--- src/rtl/ex_muldiv_seq.sv ---
// ex_muldiv_seq: iterative RV32M multiply/divide sequencer for the Execute stage.
// Runs a 32-step shift-add multiply or restoring divide and holds the pipeline
// through `stall` until `result` is ready.
// Optional build macro: MULDIV_EARLY_OUT_EN (trivial operands finish in one cycle).
module ex_muldiv_seq #(
    parameter int XLEN  = 32,
    parameter int CNT_W = 5
) (
    input  logic            clk,
    input  logic            rst,
    input  logic            start,
    input  logic [2:0]      op,
    input  logic [XLEN-1:0] A,
    input  logic [XLEN-1:0] B,
    input  logic            flush,
    output logic            stall,
    output logic            busy,
    output logic            done,
    output logic [XLEN-1:0] result
);

    typedef enum logic [1:0] {IDLE, CALC, FIX, DONE} state_t;

    state_t              state, state_n;
    logic [2:0]          op_q;
    logic [XLEN-1:0]     hi, lo, mc;
    logic                neg;
    logic [CNT_W-1:0]    cnt;

    logic                a_sgn, b_sgn, a_neg, b_neg, neg_n;
    logic [XLEN-1:0]     a_abs, b_abs;
    logic [XLEN:0]       add_x, add_y, sum;
    logic [2*XLEN-1:0]   prod;
    logic [XLEN-1:0]     dv_sel, res_fix, res_n;
    logic                load_res, accept;

    function automatic logic [XLEN-1:0] neg_if(input logic [XLEN-1:0] v, input logic n);
        return n ? (~v + 1'b1) : v;
    endfunction

    // Operand signedness and magnitudes for the op being accepted
    always_comb begin
        a_sgn = ~op[0] | (op == 3'b001);
        b_sgn = (~op[1] & ~op[2]) | (op[2] & ~op[0]);
        a_neg = a_sgn & A[XLEN-1];
        b_neg = b_sgn & B[XLEN-1];
        a_abs = neg_if(A, a_neg);
        b_abs = neg_if(B, b_neg);
        if (!op[2])
            neg_n = a_neg ^ b_neg;
        else if (!op[1])
            neg_n = (a_neg ^ b_neg) & (B != '0);
        else
            neg_n = a_neg;
    end

    // Shared 33-bit adder: add for multiply, trial subtract for divide
    always_comb begin
        if (!op_q[2]) begin
            add_x = {1'b0, hi};
            add_y = lo[0] ? {1'b0, mc} : '0;
            sum   = add_x + add_y;
        end else begin
            add_x = {hi, lo[XLEN-1]};
            add_y = {1'b0, mc};
            sum   = add_x - add_y;
        end
    end

    // Sign correction and output selection
    always_comb begin
        prod   = {hi, lo};
        prod   = neg ? (~prod + 1'b1) : prod;
        dv_sel = neg_if(op_q[1] ? hi : lo, neg);
        if (!op_q[2])
            res_fix = (op_q[1:0] == 2'b00) ? prod[XLEN-1:0] : prod[2*XLEN-1:XLEN];
        else
            res_fix = dv_sel;
    end

    // Next-state, stall and result-load decode
    always_comb begin
        state_n  = state;
        stall    = 1'b0;
        load_res = 1'b0;
        res_n    = res_fix;
        accept   = 1'b0;
        case (state)
            IDLE: begin
                if (start && !flush) begin
                    stall = 1'b1;
`ifdef MULDIV_EARLY_OUT_EN
                    if (op[2] && (B == '0)) begin
                        state_n  = DONE;
                        load_res = 1'b1;
                        res_n    = op[1] ? A : '1;
                    end else if (op[2] && !op[0] && (A == {1'b1, {(XLEN-1){1'b0}}}) && (B == '1)) begin
                        state_n  = DONE;
                        load_res = 1'b1;
                        res_n    = op[1] ? '0 : {1'b1, {(XLEN-1){1'b0}}};
                    end else if (!op[2] && ((A == '0) || (B == '0))) begin
                        state_n  = DONE;
                        load_res = 1'b1;
                        res_n    = '0;
                    end else begin
                        state_n = CALC;
                        accept  = 1'b1;
                    end
`else
                    state_n = CALC;
                    accept  = 1'b1;
`endif
                end
            end
            CALC: begin
                stall = 1'b1;
                if (flush)
                    state_n = IDLE;
                else if (cnt == '0)
                    state_n = FIX;
            end
            FIX: begin
                stall = 1'b1;
                if (flush) begin
                    state_n = IDLE;
                end else begin
                    state_n  = DONE;
                    load_res = 1'b1;
                end
            end
            DONE: state_n = IDLE;
            default: state_n = IDLE;
        endcase
    end

    // Control registers and status flags
    always_ff @(posedge clk) begin
        if (rst) begin
            state  <= IDLE;
            busy   <= 1'b0;
            done   <= 1'b0;
            result <= '0;
        end else begin
            state <= state_n;
            busy  <= (state_n != IDLE);
            done  <= (state_n == DONE);
            if (load_res)
                result <= res_n;
        end
    end

    // Operand latch on accept, one shift-add / restoring-divide step per CALC cycle
    always_ff @(posedge clk) begin
        if (rst) begin
            op_q <= '0;
            hi   <= '0;
            lo   <= '0;
            mc   <= '0;
            neg  <= 1'b0;
            cnt  <= '0;
        end else if (accept) begin
            op_q <= op;
            hi   <= '0;
            lo   <= op[2] ? a_abs : b_abs;
            mc   <= op[2] ? b_abs : a_abs;
            neg  <= neg_n;
            cnt  <= CNT_W'(XLEN - 1);
        end else if (state == CALC && !flush) begin
            cnt <= cnt - 1'b1;
            if (!op_q[2]) begin
                hi <= sum[XLEN:1];
                lo <= {sum[0], lo[XLEN-1:1]};
            end else begin
                hi <= sum[XLEN] ? add_x[XLEN-1:0] : sum[XLEN-1:0];
                lo <= {lo[XLEN-2:0], ~sum[XLEN]};
            end
        end
    end

endmodule

--- config.mk ---
export PLATFORM = sky130hd
export DESIGN_NAME = ex_muldiv_seq
export DESIGN_NICKNAME = d
export VERILOG_FILES = /design/src/rtl/ex_muldiv_seq.sv
export SDC_FILE = /design/constraint.sdc
export NUM_CORES = 1
export LEC_CHECK = 0
export ABC_AREA = 0
export BUFFER_PORTS_ARGS = -buffer_cell sky130_fd_sc_hd__buf_4
export CAP_MARGIN = 10
export CORE_UTILIZATION = 55
export CTS_CLUSTER_DIAMETER = 80
export DETAILED_ROUTE_END_ITERATION = 10
export PLACE_DENSITY = 0.82
export SLEW_MARGIN = 25
export SYNTH_ARGS = -nofsm -noshare
export SYNTH_HDL_FRONTEND = slang
export SYNTH_SLANG_ARGS = --single-unit
--- constraint.sdc ---
create_clock -name clk -period 5.07 [get_ports clk]
set_input_delay 1.014 -clock clk [delete_from_list [all_inputs] [get_ports clk]]
set_output_delay 1.014 -clock clk [all_outputs]
set_load 0.03 [all_outputs]
---- Yosys cells after proc, flatten, opt, wreduce, memory -nomap -nowiden ----
Cells that the tools add are included.
storage, ports and cells
  bits in registers ....................... 141
  latch bits .............................. 0
  RAM bits ................................ 0
  ROM bits ................................ 0
  input port bits ......................... 71
  output and inout port bits .............. 35
  logic and storage cells ................. 79
  memories kept ........................... 0
cells by class
  $add $sub $neg .......................... 7
  multipliers ............................. 0
  divide/modulo/power cells ............... 0
  $lt $le $gt $ge ......................... 0
  equal/unequal tests ..................... 5
  shifts and indexed selects .............. 0
  multiplexer cells ....................... 30
  bitwise gates (word level) .............. 16
  reductions and logical operators ........ 11
operators by type and width
  cell                   number
  $mux 32                14
  $add 32x1->32 const B  3
  $not 32->32            3
  $add 64x1->64 const B  1
  $mux 64                1
  $not 64->64            1
  $add 32x32->33         1
  $mux 33                1
  $sub 33x32->33         1
  $reduce_bool 32->1     1
  $mux 5                 2
  $mux 2                 4
  $pmux 2 s4             1
  $eq 2x2->1 const B     3
  $mux 1                 6
  $and 1x1->1            5
  $logic_not 5->1        1
  $sub 5x1->5 const B    1
  $logic_not 2->1        2
  $not 1->1              4
  $reduce_bool 2->1      2
  $reduce_or 2->1        2
  $eq 3x1->1 const B     1
  $eq 2x1->1 const B     1
  other kinds (5)        7

---- Longest topological paths before layout ----
  depth in word-level cells ............... 8
  gate-level depth with buffers ........... 17
  mapped depth without buffers ............ 12

---- Worst setup path after synthesis ----
OpenSTA, ideal clock, no wires.
  kind .................................... register -> register
  from .................................... reg op_q[1]
  to ...................................... reg result[30]
  arrival time ............................ 4049 ps
  required time ........................... 4933 ps
  path slack .............................. 884 ps
  stages on the path, launching flop included .. 17
  path buffers ............................ 6
  period minus slack after synthesis ...... 4186 ps
  path through ............................ dfxtp_1 > buf_6 > buf_6 > buf_2 > buf_2 > buf_1 > clkbuf_1 > mux2i_1 > ha_1 > o221ai_2 > or3_4 > nand2b_4 > or4_4 > o31ai_2 > xnor2_1 > a221oi_1 > a211oi_1
on the way
  word-level cells in the longest chain between the ends .. 5
  elaborated cells on any way between the ends .. 7
  classes of those cells .................. add/sub (1); mux (4); bitwise (1); reduce/logical (1)
ends and longest elaborated chain
  element                   RTL line  source
  start: declaration        25        logic [2:0] op_q;
  start signal: assignment  162       op_q <= op;
  $mux 32                   74        dv_sel = neg_if(op_q[1] ? hi : lo, neg);
  $not 32->32               38        return n ? (~v + 1'b1) : v;
  $add 32x1->32             38
  $mux 32                   38
  $mux 32 (*)               75        if (!op_q[2])
  end signal: assignment    148       result <= res_n;
  end: declaration          19        output logic [XLEN-1:0] result
Every way passes the cells marked *; elsewhere a longest branch is shown, timed or not.
A chain may end at the register's enable or synchronous reset.

---- Final worst setup path ----
  from .................................... reg lo[31]
  to ...................................... reg hi[26]
on the way
  word-level cells in the longest chain between the ends .. 4
ends and longest elaborated chain
  element                   RTL line  source
  start: declaration        26        logic [XLEN-1:0] hi, lo, mc;
  start signal: assignment  164       lo <= op[2] ? a_abs : b_abs;
  start signal: assignment  172       lo <= {sum[0], lo[XLEN-1:1]};
  start signal: assignment  175       lo <= {lo[XLEN-2:0], ~sum[XLEN]};
  $sub 33x32->33 (*)        66        sum = add_x - add_y;
  $mux 33 (*)               59        if (!op_q[2]) begin
  $mux 32                   174       hi <= sum[XLEN] ? add_x[XLEN-1:0] : sum[XLEN-1:0];
  $mux 32 (*)               170       if (!op_q[2]) begin
  end signal: assignment    171       hi <= sum[XLEN:1];
  end signal: assignment    174
  end: declaration          26
Marked as above.

==> impl_metrics.yaml <==
run_status:
  status: "finished, final reports clean"
routing:
  wl_per_cell_um: 22.4
  drc: 0
  finalWirelength_um: 56200
  vias: 16900
  drtIter0Drc: 2132
  ant_nets: 0
  drt_pass1_iterations: 6
  viasPerCell: 6.73
pwr:
  power_density_mw_per_mm2: 308
  vdd_ir_drop_max_mv: 0.240
  power_leakage_nw: 6.39
  switching_share_pct: 46.3
  finalPower_mw: 5.13
  comb_power_share_pct: 46.6
  intPower_mw: 2.76
  p_clk_share_pct: 26.0
  seqPwrFrac_pct: 27.4
  switching_power_mw: 2.38
timing:
  hold_violations: 0
  fmax_ghz: 0.225
  setup_viol_count_final: 0
  finalCritPeriodShare_pct: 87.8
  fin_crit_ns: 4.45
  worst_pin_slew_ns: 1.00
  skew_ns: 0.0224
  timing.final.ws_setup_ns: 0.620
  rsz0062_at_grt: "false"
  setup_tns_ns: 0
  drv_slew: 0
  slew-limit-headroom_pct: 32.8
logic_synthesis:
  synth_top_area_share_pct: 18.5
  synthArstFlopShare_pct: 0
  synth_flop_cell: "dfxtp_1"
  syn_inst: 2170
  yosys.area.top_type: "dfxtp_1"
  synth_area_per_cell_um2: 7.02
  synth-seq-cells: 141
  yosys-top-cells-area: "dfxtp_1 (19%), a21oi_1 (6.9%), nor2_1 (6.2%), ha_1 (6.1%), xnor2_1 (6.0%)"
  ys_seq_area_share_pct: 18.5
  synth_area_mm2: 0.0152
  synth_edf_count: 0
  synth.distinct_cells: 91
  yosysWarningCount: 0
  synth_nets: 2317
placed_design:
  placed_cell_area_mm2: 0.0160
  post-dp-hpwl_um: 42400
  portBuffers: 105
  place_congestion: 1.04
  place_ws_ns: 0.711
worst_setup_path:
  criticalPathCategory: "reg -> reg"
  arrival_ns: 4.77
  r2r_cells: 13
  start_kind: "register"
  cp-end-kind: "register"
  cp.required_ns: 5.39
  cp_max_fo: 15
clock_network:
  clk_pin_slew_ns: 0.07
  postCtsHoldBufs: 0
  post-cts-setup-buffers: 0
  root_buffer: "clkbuf_16"
  post_cts_resize_count: 0
  clk_latency_ns: 0.45
  cts_buffers: 17
  cts_htree_levels: 4
  cts_max_path_buffers: 2
  cts.sinks: 141
  tritoncts: "done"
grt:
  grt_start_max_net_pins: 81
  grt_overflow: 0
  antenna_found_initial: 0
  grt_pass1_wl_um: 87300
  grt.total_usage_pct: 39.3
  grt_pass1_vias: 15600
die:
  rows: 60
  initial_utilization_pct: 56.4
  die_w_um: 168
  boundaryPins: 106
  dieArea_mm2: 0.0284
  core_mm2: 0.0270
  die_height_um: 168
cells_and_area:
  final_area_mm2: 0.0167
  area_delta_synth_final_pct: 9.41
  diodes: 0
  layout.nets: 2302
  drive_above_1_share_pct: 11.0
worst_hold_path:
  min_path_cells: 2
  hold_class: "reg -> reg"
flow_run:
  drv_cap: 0
## cell usage after synthesis (6+ instances only)
library cell,instances
inv_1,64
o21a_1,7
o21ai_0,152
a21oi_1,209
a21o_1,31
o21ai_1,9
or2_2,19
nand2b_1,24
xor2_1,81
dfxtp_1,141
a22oi_1,7
nand3b_1,6
or3_1,22
a31o_2,7
o41ai_1,11
nand3_1,40
nor3_1,67
or4_1,10
buf_1,12
o21bai_1,6
ha_1,74
nor2b_1,15
mux2i_1,72
clkbuf_1,138
o31ai_1,38
o22ai_1,8
a221o_1,9
a31oi_1,43
nand2_1,196
nor2_1,252
buf_2,20
mux2_2,8
nand4_1,18
nor4_1,21
and3_1,8
o211ai_1,51
xnor2_1,104
a211oi_1,62
## cell families (layout without fill, tap and decap cells)
logic type	after synthesis	after routing	synth area share, %
buffers and inverters	242	240	6.33
multiplexers	81	81	5.47
AND/OR/NAND/NOR	735	735	22.9
flip-flops	141	141	18.5
adder cells (fa/ha/maj)	76	76	6.34
XOR/XNOR	185	185	10.6
AO/OA/AOI/OAI	710	710	29.8
## worst paths after layout
| path | start | endpoint | slack (ns) |
|---|---|---|---|
| max | lo[31] | hi[26] | 0.62 |
| max reg2reg | lo[31] | hi[26] | 0.62 |
| min reg2reg | result[0] | result[0] | 0.45 |
| min | result[0] | result[0] | 0.45 |
## per-layer routing
| metal | global-route usage [%] | vias up | share of wire (%) |
|---|---|---|---|
| li1 | - | 7832 | - |
| met1 | 51.8 | 7882 | 41 |
| met2 | 61.6 | 1025 | 44 |
| met3 | 7.31 | 150 | 11 |
| met4 | 18.7 | 0 | 4.6 |
| met5 | 0 | - | 0 |
## power by group through the flow
| stage | clock network, mW | registers, mW | logic (mW) |
|---|---|---|---|
| after floorplan | 0 | 1.27 | 1.76 |
| after global placement | 0 | 1.41 | 2.28 |
| after detailed placement | 0 | 1.42 | 2.31 |
| after CTS | 1.34 | 1.39 | 2.32 |
| after global routing | 1.38 | 1.41 | 2.58 |
| final | 1.33 | 1.41 | 2.39 |
## stage by stage
stage / hold WS, ns / util, % / cells
final: 0.448 / 61.7 / 2509
after detailed placement: 0.439 / 59.4 / 2477
after global routing: 0.469 / 61.7 / 2509
after floorplan: 0.432 / - / 2170
after CTS: 0.450 / 61.7 / 2509
after global placement: 0.436 / 59.4 / 2477
## worst max-delay path: stages, from the launching register on
cell and delay (ns):
dfxtp_1 0.51, inv_1 0.13, ha_1 0.24, fa_1 0.41, nand2b_1 0.18, a21oi_1 0.32
o21ai_0 0.22, a2111oi_0 0.70, or4_1 0.23, nand3_1 0.45, buf_4 0.37, or4_1 0.40
o31ai_1 0.09, a221oi_1 0.10
## sequential cells by signal (all words and copies together), names as in the netlist, 2 cells and up
register and flops:
mc 32, hi 32, state 2, lo 32
cnt 5, op_q 3, result 32
## cell usage in the layout, fill, tap and decap left out, types with 7 or more instances in the layout
| cell | count |
|---|---|
| a221o_1 | 9 |
| nor2_1 | 252 |
| nand2b_1 | 24 |
| a31o_2 | 7 |
| nor3_1 | 66 |
| inv_1 | 64 |
| o21a_1 | 7 |
| nor2b_1 | 14 |
| dfxtp_1 | 138 |
| nor4_1 | 21 |
| mux2i_1 | 72 |
| or2_2 | 19 |
| mux2_2 | 8 |
| ha_1 | 74 |
| xor2_1 | 81 |
| o21ai_1 | 9 |
| a22oi_1 | 7 |
| o41ai_1 | 11 |
| o211ai_1 | 51 |
| clkbuf_16 | 17 |
| a31oi_1 | 43 |
| o21ai_0 | 152 |
| o31ai_1 | 38 |
| buf_4 | 141 |
| o22ai_1 | 8 |
| a21o_1 | 31 |
| nand4_1 | 18 |
| xnor2_1 | 104 |
| nand3_1 | 40 |
| nand2_1 | 196 |
| or4_1 | 10 |
| a211oi_1 | 62 |
| a21oi_1 | 209 |
| and3_1 | 8 |
| clkinv_8 | 7 |
| or3_1 | 22 |
## layout make-up
| cell class | instances | area (um2) |
|---|---|---|
| inverters | 66 | 248 |
| repair buffers | 142 | 1080 |
| clock buffers | 17 | 425 |
| flip-flops and latches | 141 | 2830 |
| fillers | 2472 | 10400 |
| well taps | 341 | 427 |
| multi-input cells | 1787 | 11500 |
| clock inverters | 15 | 196 |
Note: power is estimated with default switching activity, not from simulation.
